`config.mk`:
```
export PLATFORM = sky130hd
export DESIGN_NAME = if_id_pipe_stage_flat
export DESIGN_NICKNAME = d
export VERILOG_FILES = /design/src/rtl/rv32i_pipe_pkg.sv /design/src/rtl/if_id_pipe_stage_if.sv /design/src/rtl/pipe_entry_reg.sv /design/src/rtl/if_id_pipe_stage.sv /design/src/flat_wrapper.sv
export SDC_FILE = /design/constraint.sdc
export NUM_CORES = 1
export LEC_CHECK = 0
export ABC_AREA = 0
export CORE_UTILIZATION = 55
export DETAILED_ROUTE_END_ITERATION = 16
export PLACE_DENSITY = 0.92
export SYNTH_ARGS = -nofsm -noshare
export SYNTH_HDL_FRONTEND = slang
export SYNTH_HIERARCHICAL = 1
export SYNTH_SLANG_ARGS = --single-unit
```
`constraint.sdc`:
```
create_clock -name CLK -period 4.6 [get_ports CLK]
set_input_delay 0.69 -clock CLK [delete_from_list [all_inputs] [get_ports CLK]]
set_output_delay 0.69 -clock CLK [all_outputs]
set_load 0.02 [all_outputs]
```
`src/rtl/rv32i_pipe_pkg.sv`:
```
// Shared types and constants for the IF/ID pipeline stage.
package rv32i_pipe_pkg;

    localparam int unsigned RV_XLEN = 32;
    localparam int unsigned RV_ILEN = 32;

    // addi x0,x0,0
    localparam logic [RV_ILEN-1:0] NOP_INSTR = 32'h0000_0013;

    typedef enum logic [1:0] {
        EMPTY = 2'd0,
        ONE   = 2'd1,
        FULL  = 2'd2
    } stage_state_e;

    typedef struct packed {
        logic [RV_XLEN-1:0] pc;
        logic [RV_ILEN-1:0] instr;
    } fetch_beat_t;

endpackage

```
`src/rtl/if_id_pipe_stage_if.sv`:
```
// Valid/ready beat channel carrying a PC and an instruction.
interface if_id_pipe_stage_if #(
    parameter int unsigned XLEN = 32,
    parameter int unsigned ILEN = 32
);
    logic            valid;
    logic            ready;
    logic [XLEN-1:0] pc;
    logic [ILEN-1:0] instr;

    modport master (output valid, output pc, output instr, input ready);
    modport slave  (input valid, input pc, input instr, output ready);
endinterface

```
`src/rtl/pipe_entry_reg.sv`:
```
// One held fetch beat: enable-loaded PC/instruction register whose clear parks a NOP.
module pipe_entry_reg #(
    parameter int unsigned     XLEN      = 32,
    parameter int unsigned     ILEN      = 32,
    parameter logic [ILEN-1:0] NOP_INSTR = ILEN'(rv32i_pipe_pkg::NOP_INSTR)
) (
    input  logic            CLK,
    input  logic            rst,
    input  logic            load_i,
    input  logic            clear_i,
    input  logic [XLEN-1:0] pc_i,
    input  logic [ILEN-1:0] instr_i,
    output logic [XLEN-1:0] pc_o,
    output logic [ILEN-1:0] instr_o
);

    logic [XLEN-1:0] pc_q;
    logic [ILEN-1:0] instr_q;

    // Clear wins over load and keeps the last PC visible; only the instruction returns to NOP.
    always_ff @(posedge CLK) begin
        if (rst) begin
            pc_q    <= '0;
            instr_q <= NOP_INSTR;
        end else if (clear_i) begin
            instr_q <= NOP_INSTR;
        end else if (load_i) begin
            pc_q    <= pc_i;
            instr_q <= instr_i;
        end
    end

    assign pc_o    = pc_q;
    assign instr_o = instr_q;

endmodule

```
`src/rtl/if_id_pipe_stage.sv`:
```
// IF/ID stage: head + optional skid entry, flush handling, registered decode-side outputs.
module if_id_pipe_stage #(
    parameter int unsigned     XLEN      = 32,
    parameter int unsigned     ILEN      = 32,
    parameter int unsigned     PC_SHIFT  = 2,
    parameter bit              SKID_EN   = 1'b1,
    parameter logic [ILEN-1:0] NOP_INSTR = ILEN'(rv32i_pipe_pkg::NOP_INSTR)
) (
    input  logic                      CLK,
    input  logic                      rst,
    input  logic                      flush,
    output logic                      out_flushed,
    if_id_pipe_stage_if.slave         fetch_if,
    if_id_pipe_stage_if.master        decode_if
);

    import rv32i_pipe_pkg::*;

    stage_state_e    state_q, state_d;
    logic            in_ready_q, in_ready_d;
    logic            out_valid_q, out_valid_d;
    logic            flushed_q;

    logic            in_fire_c, out_fire_c;
    logic            head_load_c, head_clear_c, head_from_skid_c, skid_load_c;
    logic [XLEN-1:0] in_pc_shifted_c, head_pc_d, head_pc, skid_pc;
    logic [ILEN-1:0] head_instr_d, head_instr, skid_instr;

    assign in_pc_shifted_c = XLEN'(fetch_if.pc << PC_SHIFT);

    // With the skid buffer, fetch sees only a register; without it, ready passes decode's ready through.
    assign fetch_if.ready = SKID_EN ? in_ready_q : (!out_valid_q || decode_if.ready);
    assign in_fire_c      = fetch_if.valid && fetch_if.ready;
    assign out_fire_c     = out_valid_q && decode_if.ready;

    // Next-state and entry-control decode; flush clears everything, including a beat offered this cycle.
    always_comb begin
        state_d          = state_q;
        head_load_c      = 1'b0;
        head_clear_c     = 1'b0;
        head_from_skid_c = 1'b0;
        skid_load_c      = 1'b0;
        if (flush) begin
            state_d      = EMPTY;
            head_clear_c = 1'b1;
        end else begin
            case (state_q)
                EMPTY: begin
                    if (in_fire_c) begin
                        state_d     = ONE;
                        head_load_c = 1'b1;
                    end
                end
                ONE: begin
                    if (in_fire_c && out_fire_c) begin
                        head_load_c = 1'b1;
                    end else if (in_fire_c && SKID_EN) begin
                        state_d     = FULL;
                        skid_load_c = 1'b1;
                    end else if (out_fire_c) begin
                        state_d      = EMPTY;
                        head_clear_c = 1'b1;
                    end
                end
                FULL: begin
                    if (out_fire_c) begin
                        state_d          = ONE;
                        head_load_c      = 1'b1;
                        head_from_skid_c = 1'b1;
                    end
                end
                default: begin
                    state_d      = EMPTY;
                    head_clear_c = 1'b1;
                end
            endcase
        end
        in_ready_d   = (state_d != FULL);
        out_valid_d  = (state_d != EMPTY);
        head_pc_d    = head_from_skid_c ? skid_pc    : in_pc_shifted_c;
        head_instr_d = head_from_skid_c ? skid_instr : fetch_if.instr;
    end

    // Control state, registered ready/valid and the one-cycle flush marker.
    always_ff @(posedge CLK) begin
        if (rst) begin
            state_q     <= EMPTY;
            in_ready_q  <= 1'b1;
            out_valid_q <= 1'b0;
            flushed_q   <= 1'b0;
        end else begin
            state_q     <= state_d;
            in_ready_q  <= in_ready_d;
            out_valid_q <= out_valid_d;
            flushed_q   <= flush;
        end
    end

    pipe_entry_reg #(.XLEN(XLEN), .ILEN(ILEN), .NOP_INSTR(NOP_INSTR)) u_head (
        .CLK     (CLK),
        .rst     (rst),
        .load_i  (head_load_c),
        .clear_i (head_clear_c),
        .pc_i    (head_pc_d),
        .instr_i (head_instr_d),
        .pc_o    (head_pc),
        .instr_o (head_instr)
    );

    // The skid entry only exists when decoupling is enabled; it is never read out directly.
    if (SKID_EN) begin : g_skid
        pipe_entry_reg #(.XLEN(XLEN), .ILEN(ILEN), .NOP_INSTR(NOP_INSTR)) u_skid (
            .CLK     (CLK),
            .rst     (rst),
            .load_i  (skid_load_c),
            .clear_i (flush),
            .pc_i    (in_pc_shifted_c),
            .instr_i (fetch_if.instr),
            .pc_o    (skid_pc),
            .instr_o (skid_instr)
        );
    end else begin : g_no_skid
        logic unused_skid_load;
        assign unused_skid_load = skid_load_c;
        assign skid_pc          = '0;
        assign skid_instr       = NOP_INSTR;
    end

    assign decode_if.valid = out_valid_q;
    assign decode_if.pc    = head_pc;
    assign decode_if.instr = head_instr;
    assign out_flushed     = flushed_q;

endmodule

```
`src/flat_wrapper.sv`:
```
// flat-port wrapper written by rule: the top's interface ports become plain ports
module if_id_pipe_stage_flat import rv32i_pipe_pkg::*;
#(
    parameter int unsigned     XLEN      = 32,
    parameter int unsigned     ILEN      = 32,
    parameter int unsigned     PC_SHIFT  = 2,
    parameter bit              SKID_EN   = 1'b1,
    parameter logic [ILEN-1:0] NOP_INSTR = ILEN'(rv32i_pipe_pkg::NOP_INSTR)
)
  (CLK, rst, flush, out_flushed, fetch_if_valid, fetch_if_pc, fetch_if_instr, fetch_if_ready, decode_if_valid, decode_if_pc, decode_if_instr, decode_if_ready);
  if_id_pipe_stage_if #(.XLEN(XLEN), .ILEN(ILEN)) fetch_if_i ();
  if_id_pipe_stage_if #(.XLEN(XLEN), .ILEN(ILEN)) decode_if_i ();
  input  logic CLK;
  input  logic rst;
  input  logic flush;
  output logic out_flushed;
  input wire logic [$bits(fetch_if_i.valid)-1:0] fetch_if_valid;
  input wire logic [$bits(fetch_if_i.pc)-1:0] fetch_if_pc;
  input wire logic [$bits(fetch_if_i.instr)-1:0] fetch_if_instr;
  output wire logic [$bits(fetch_if_i.ready)-1:0] fetch_if_ready;
  output wire logic [$bits(decode_if_i.valid)-1:0] decode_if_valid;
  output wire logic [$bits(decode_if_i.pc)-1:0] decode_if_pc;
  output wire logic [$bits(decode_if_i.instr)-1:0] decode_if_instr;
  input wire logic [$bits(decode_if_i.ready)-1:0] decode_if_ready;
  assign fetch_if_i.valid = fetch_if_valid;
  assign fetch_if_i.pc = fetch_if_pc;
  assign fetch_if_i.instr = fetch_if_instr;
  assign fetch_if_ready = fetch_if_i.ready;
  assign decode_if_valid = decode_if_i.valid;
  assign decode_if_pc = decode_if_i.pc;
  assign decode_if_instr = decode_if_i.instr;
  assign decode_if_i.ready = decode_if_ready;
  if_id_pipe_stage #(.XLEN(XLEN), .ILEN(ILEN), .PC_SHIFT(PC_SHIFT), .SKID_EN(SKID_EN), .NOP_INSTR(NOP_INSTR)) u_core (.CLK(CLK), .rst(rst), .flush(flush), .out_flushed(out_flushed), .fetch_if(fetch_if_i), .decode_if(decode_if_i));
endmodule
```
==> flow_summary.json <==
{
  "status": "complete, no violations",
  "powerDensity_nw_per_um2": 344,
  "ys.flop_type": "dfxtp_1",
  "grt_pass1_wl_um": 24000,
  "num_rows": 38,
  "crit_start": "decode_if_ready",
  "p_seq_share_pct": 42.7,
  "drt_first_pass_iters": 5,
  "p_sw_w": 0.000602,
  "clockPowerShare_pct": 47.3,
  "drv_slew": 0,
  "worstSetupEndpointType": "flip-flop",
  "finalSetupTns_ps": 0,
  "hold_violations": 0,
  "ys_seq_elements": 133,
  "worst_pin_slew_ps": 1150,
  "antenna_found_initial": 0,
  "die_h_um": 109,
  "hold_path_class": "flip-flop to flip-flop",
  "layoutNonFillerInstCount": 859,
  "cts_max_path_buffers": 2,
  "cts.reportedPaths.clkPinSlew_ps": 50,
  "avgSynthCellArea_sq_um": 10.5,
  "clkSinkCount": 133,
  "clkLatencyLatePin_ps": 410,
  "fp.dieArea_sq_um": 11800,
  "power_leakage_nw": 2.77,
  "netlist_area_sq_um": 6270,
  "yosysSeqAreaShare_pct": 42.4,
  "relSlewSlack_pct": 23.6,
  "p_comb_share_pct": 10.0,
  "yosys.cell_count.top_type": "dfxtp_1",
  "grt_usage_pct": 26.2,
  "synthCells": 598,
  "holdWs_ps": 464,
  "vias": 4843,
  "regArea_sq_um": 2660,
  "yosys.area.top_type_share_pct": 42.4,
  "die_x_um": 109,
  "min_path_cells": 2,
  "critPathRequiredTime_ps": 4880,
  "path_class": "primary input to flip-flop",
  "crit_arrival_ps": 3110,
  "multi_input_comb_area_sq_um": 3270,
  "ant_nets": 0,
  "io_buffers": 133,
  "gp_congestion": 0.818,
  "fin_crit_ps": 2820,
  "peakVddDrop_mv": 0.249,
  "grt_pass1_vias": 4873,
  "drv_cap": 0,
  "yosys.area.top_type": "dfxtp_1",
  "cts_max_level": 4,
  "synth_edf_count": 0,
  "fin_crit_sh_pct": 61.3,
  "areaGrowthSynthToFinish_pct": 28.7,
  "r2r_cells": 5,
  "totalWireLength_um": 14900,
  "synth_cell_type_count": 30,
  "grt_max_degree": 76,
  "synthTopCellsByCount": "dfxtp_1 (133), mux2i_1 (64), nand2b_1 (64), nand4bb_1 (64), o21ai_1 (64)",
  "cts-root-buf": "clkbuf_16",
  "routedWlPerCell_um": 17.4,
  "netlist_top_cells_area": "dfxtp_1 (42%), nand4bb_1 (11%), mux2i_1 (10%)",
  "post_cts_buffers": 0,
  "overflow": 0,
  "antennaDiodeCount": 0,
  "ctsResizeCount": 0,
  "switching_share_pct": 21.7,
  "drive_gt1_share_pct": 9.74,
  "cts_tree": "done",
  "setup_viol": 0,
  "p_int_w": 0.00217,
  "design.core.area_sq_um": 11000,
  "numCtsBuffers": 17,
  "p_total_w": 0.00277,
  "rsz0062_at_grt": "no",
  "drt-initial-drc-count": 246,
  "drc": 0,
  "hold_buffers": 0,
  "worst-path-max-fanout": 24,
  "max_freq_mhz": 354,
  "nets": 777,
  "min_from": "u_core/g_skid.u_skid/pc_o[1]$_SDFFE_PP0P_",
  "via_per_inst": 5.64,
  "synthArstFlopShare_pct": 0,
  "n_fill_cell": 717,
  "finClkSkew_ps": 5.93,
  "startpoint_type": "primary input",
  "hpwl_um": 9300,
  "yosys_warnings": 6,
  "place_inst": 829,
  "start_util_pct": 57.1,
  "r2r-start": "u_core/state_q[1]$_SDFF_PP0_",
  "ioPinCount": 136
}
## final timing paths
kind | end | slack, ps
max | u_core/u_head/instr_o[22]$_SDFFE_PP0P_ | 1780
min | u_core/g_skid.u_skid/pc_o[1]$_SDFFE_PP0P_ | 460
max reg2reg | u_core/u_head/instr_o[2]$_SDFFE_PP0P_ | 2160
min reg2reg | u_core/g_skid.u_skid/pc_o[1]$_SDFFE_PP0P_ | 460
## sequential cells by signal, summed over array words and instances, names as in the netlist
| register | cells |
|---|---|
| u_core/state_q | 2 |
| u_core/g_skid.u_skid/pc_o | 32 |
| u_core/out_flushed | 1 |
| u_core/u_head/pc_o | 32 |
| u_core/u_head/instr_o | 32 |
| u_core/fetch_if.ready | 1 |
| u_core/g_skid.u_skid/instr_o | 32 |
| u_core/decode_if.valid | 1 |
## cells by family after synthesis
| kind of cell | after synthesis | share of synthesized area (%) |
|---|---|---|
| simple gates | 212 | 24.2 |
| flops | 133 | 42.4 |
| mux | 126 | 21.3 |
| compound gates | 72 | 5.94 |
| buf+inv | 54 | 5.96 |
| other cells | 1 | 0.0598 |
## critical path: stages
cell and delay (ps):
clkdlybuf4s50_1 540, a21boi_0 190, or3_1 410, a21oi_4 450, buf_4 470, mux2i_1 280, nor2_1 60
## cell usage in the layout, fill, tap and decap left out, types with 2 or more instances in the layout
cell and count:
clkbuf_1 5, a21oi_1 3, o21ai_1 64, bufinv_16 2, clkbuf_16 17, mux2_2 24, nor2_1 60, clkdlybuf4s50_1 131
dfxtp_1 133, clkinv_2 2, mux2_1 38, or2_4 2, buf_4 10, conb_1 2, nor2b_2 2, and2_1 3
nand4bb_1 64, nor2b_1 2, buf_2 2, nand2_1 8, clkbuf_8 4, nand2b_1 64, mux2i_1 64
## power by group through the flow
stage / logic [W] / clock network, W / registers (W)
after CTS: 0.000277 / 0.00133 / 0.00118
after detailed placement: 0.000274 / 0 / 0.00121
after global routing: 0.000294 / 0.00139 / 0.00119
final: 0.000277 / 0.00131 / 0.00119
after floorplan: 0.000139 / 0 / 0.00123
after global placement: 0.000266 / 0 / 0.00121
## metal layers
layer	GRT usage (%)	vias up	wire, um
met5	0	-	0
met4	12.7	0	310
met3	5.68	27	586
met2	43.8	120	7540
met1	31.8	2366	6500
li1	-	2330	-
## metrics by stage
stage          setup WS (ps)  util [%]  cell area [sq um]
2_1_floorplan           2480         -               6280
3_3_place_gp            1470      68.3               7500
3_5_place_dp            1410      68.3               7500
4_1_cts                 1820      73.5               8070
5_1_grt                 1690      73.5               8070
6_report                1780      73.5               8070
## area by class of cell
type | instances | share of cell area, %
multi-input combinational | 412 | 40.5
sequential | 133 | 33.0
timing repair buffer | 143 | 17.3
clock buffer | 26 | 6.18
tap | 140 | 2.17
clock inverter | 4 | 0.868
inverter | 1 | 0.0465
(Power assumes the default switching activity.)
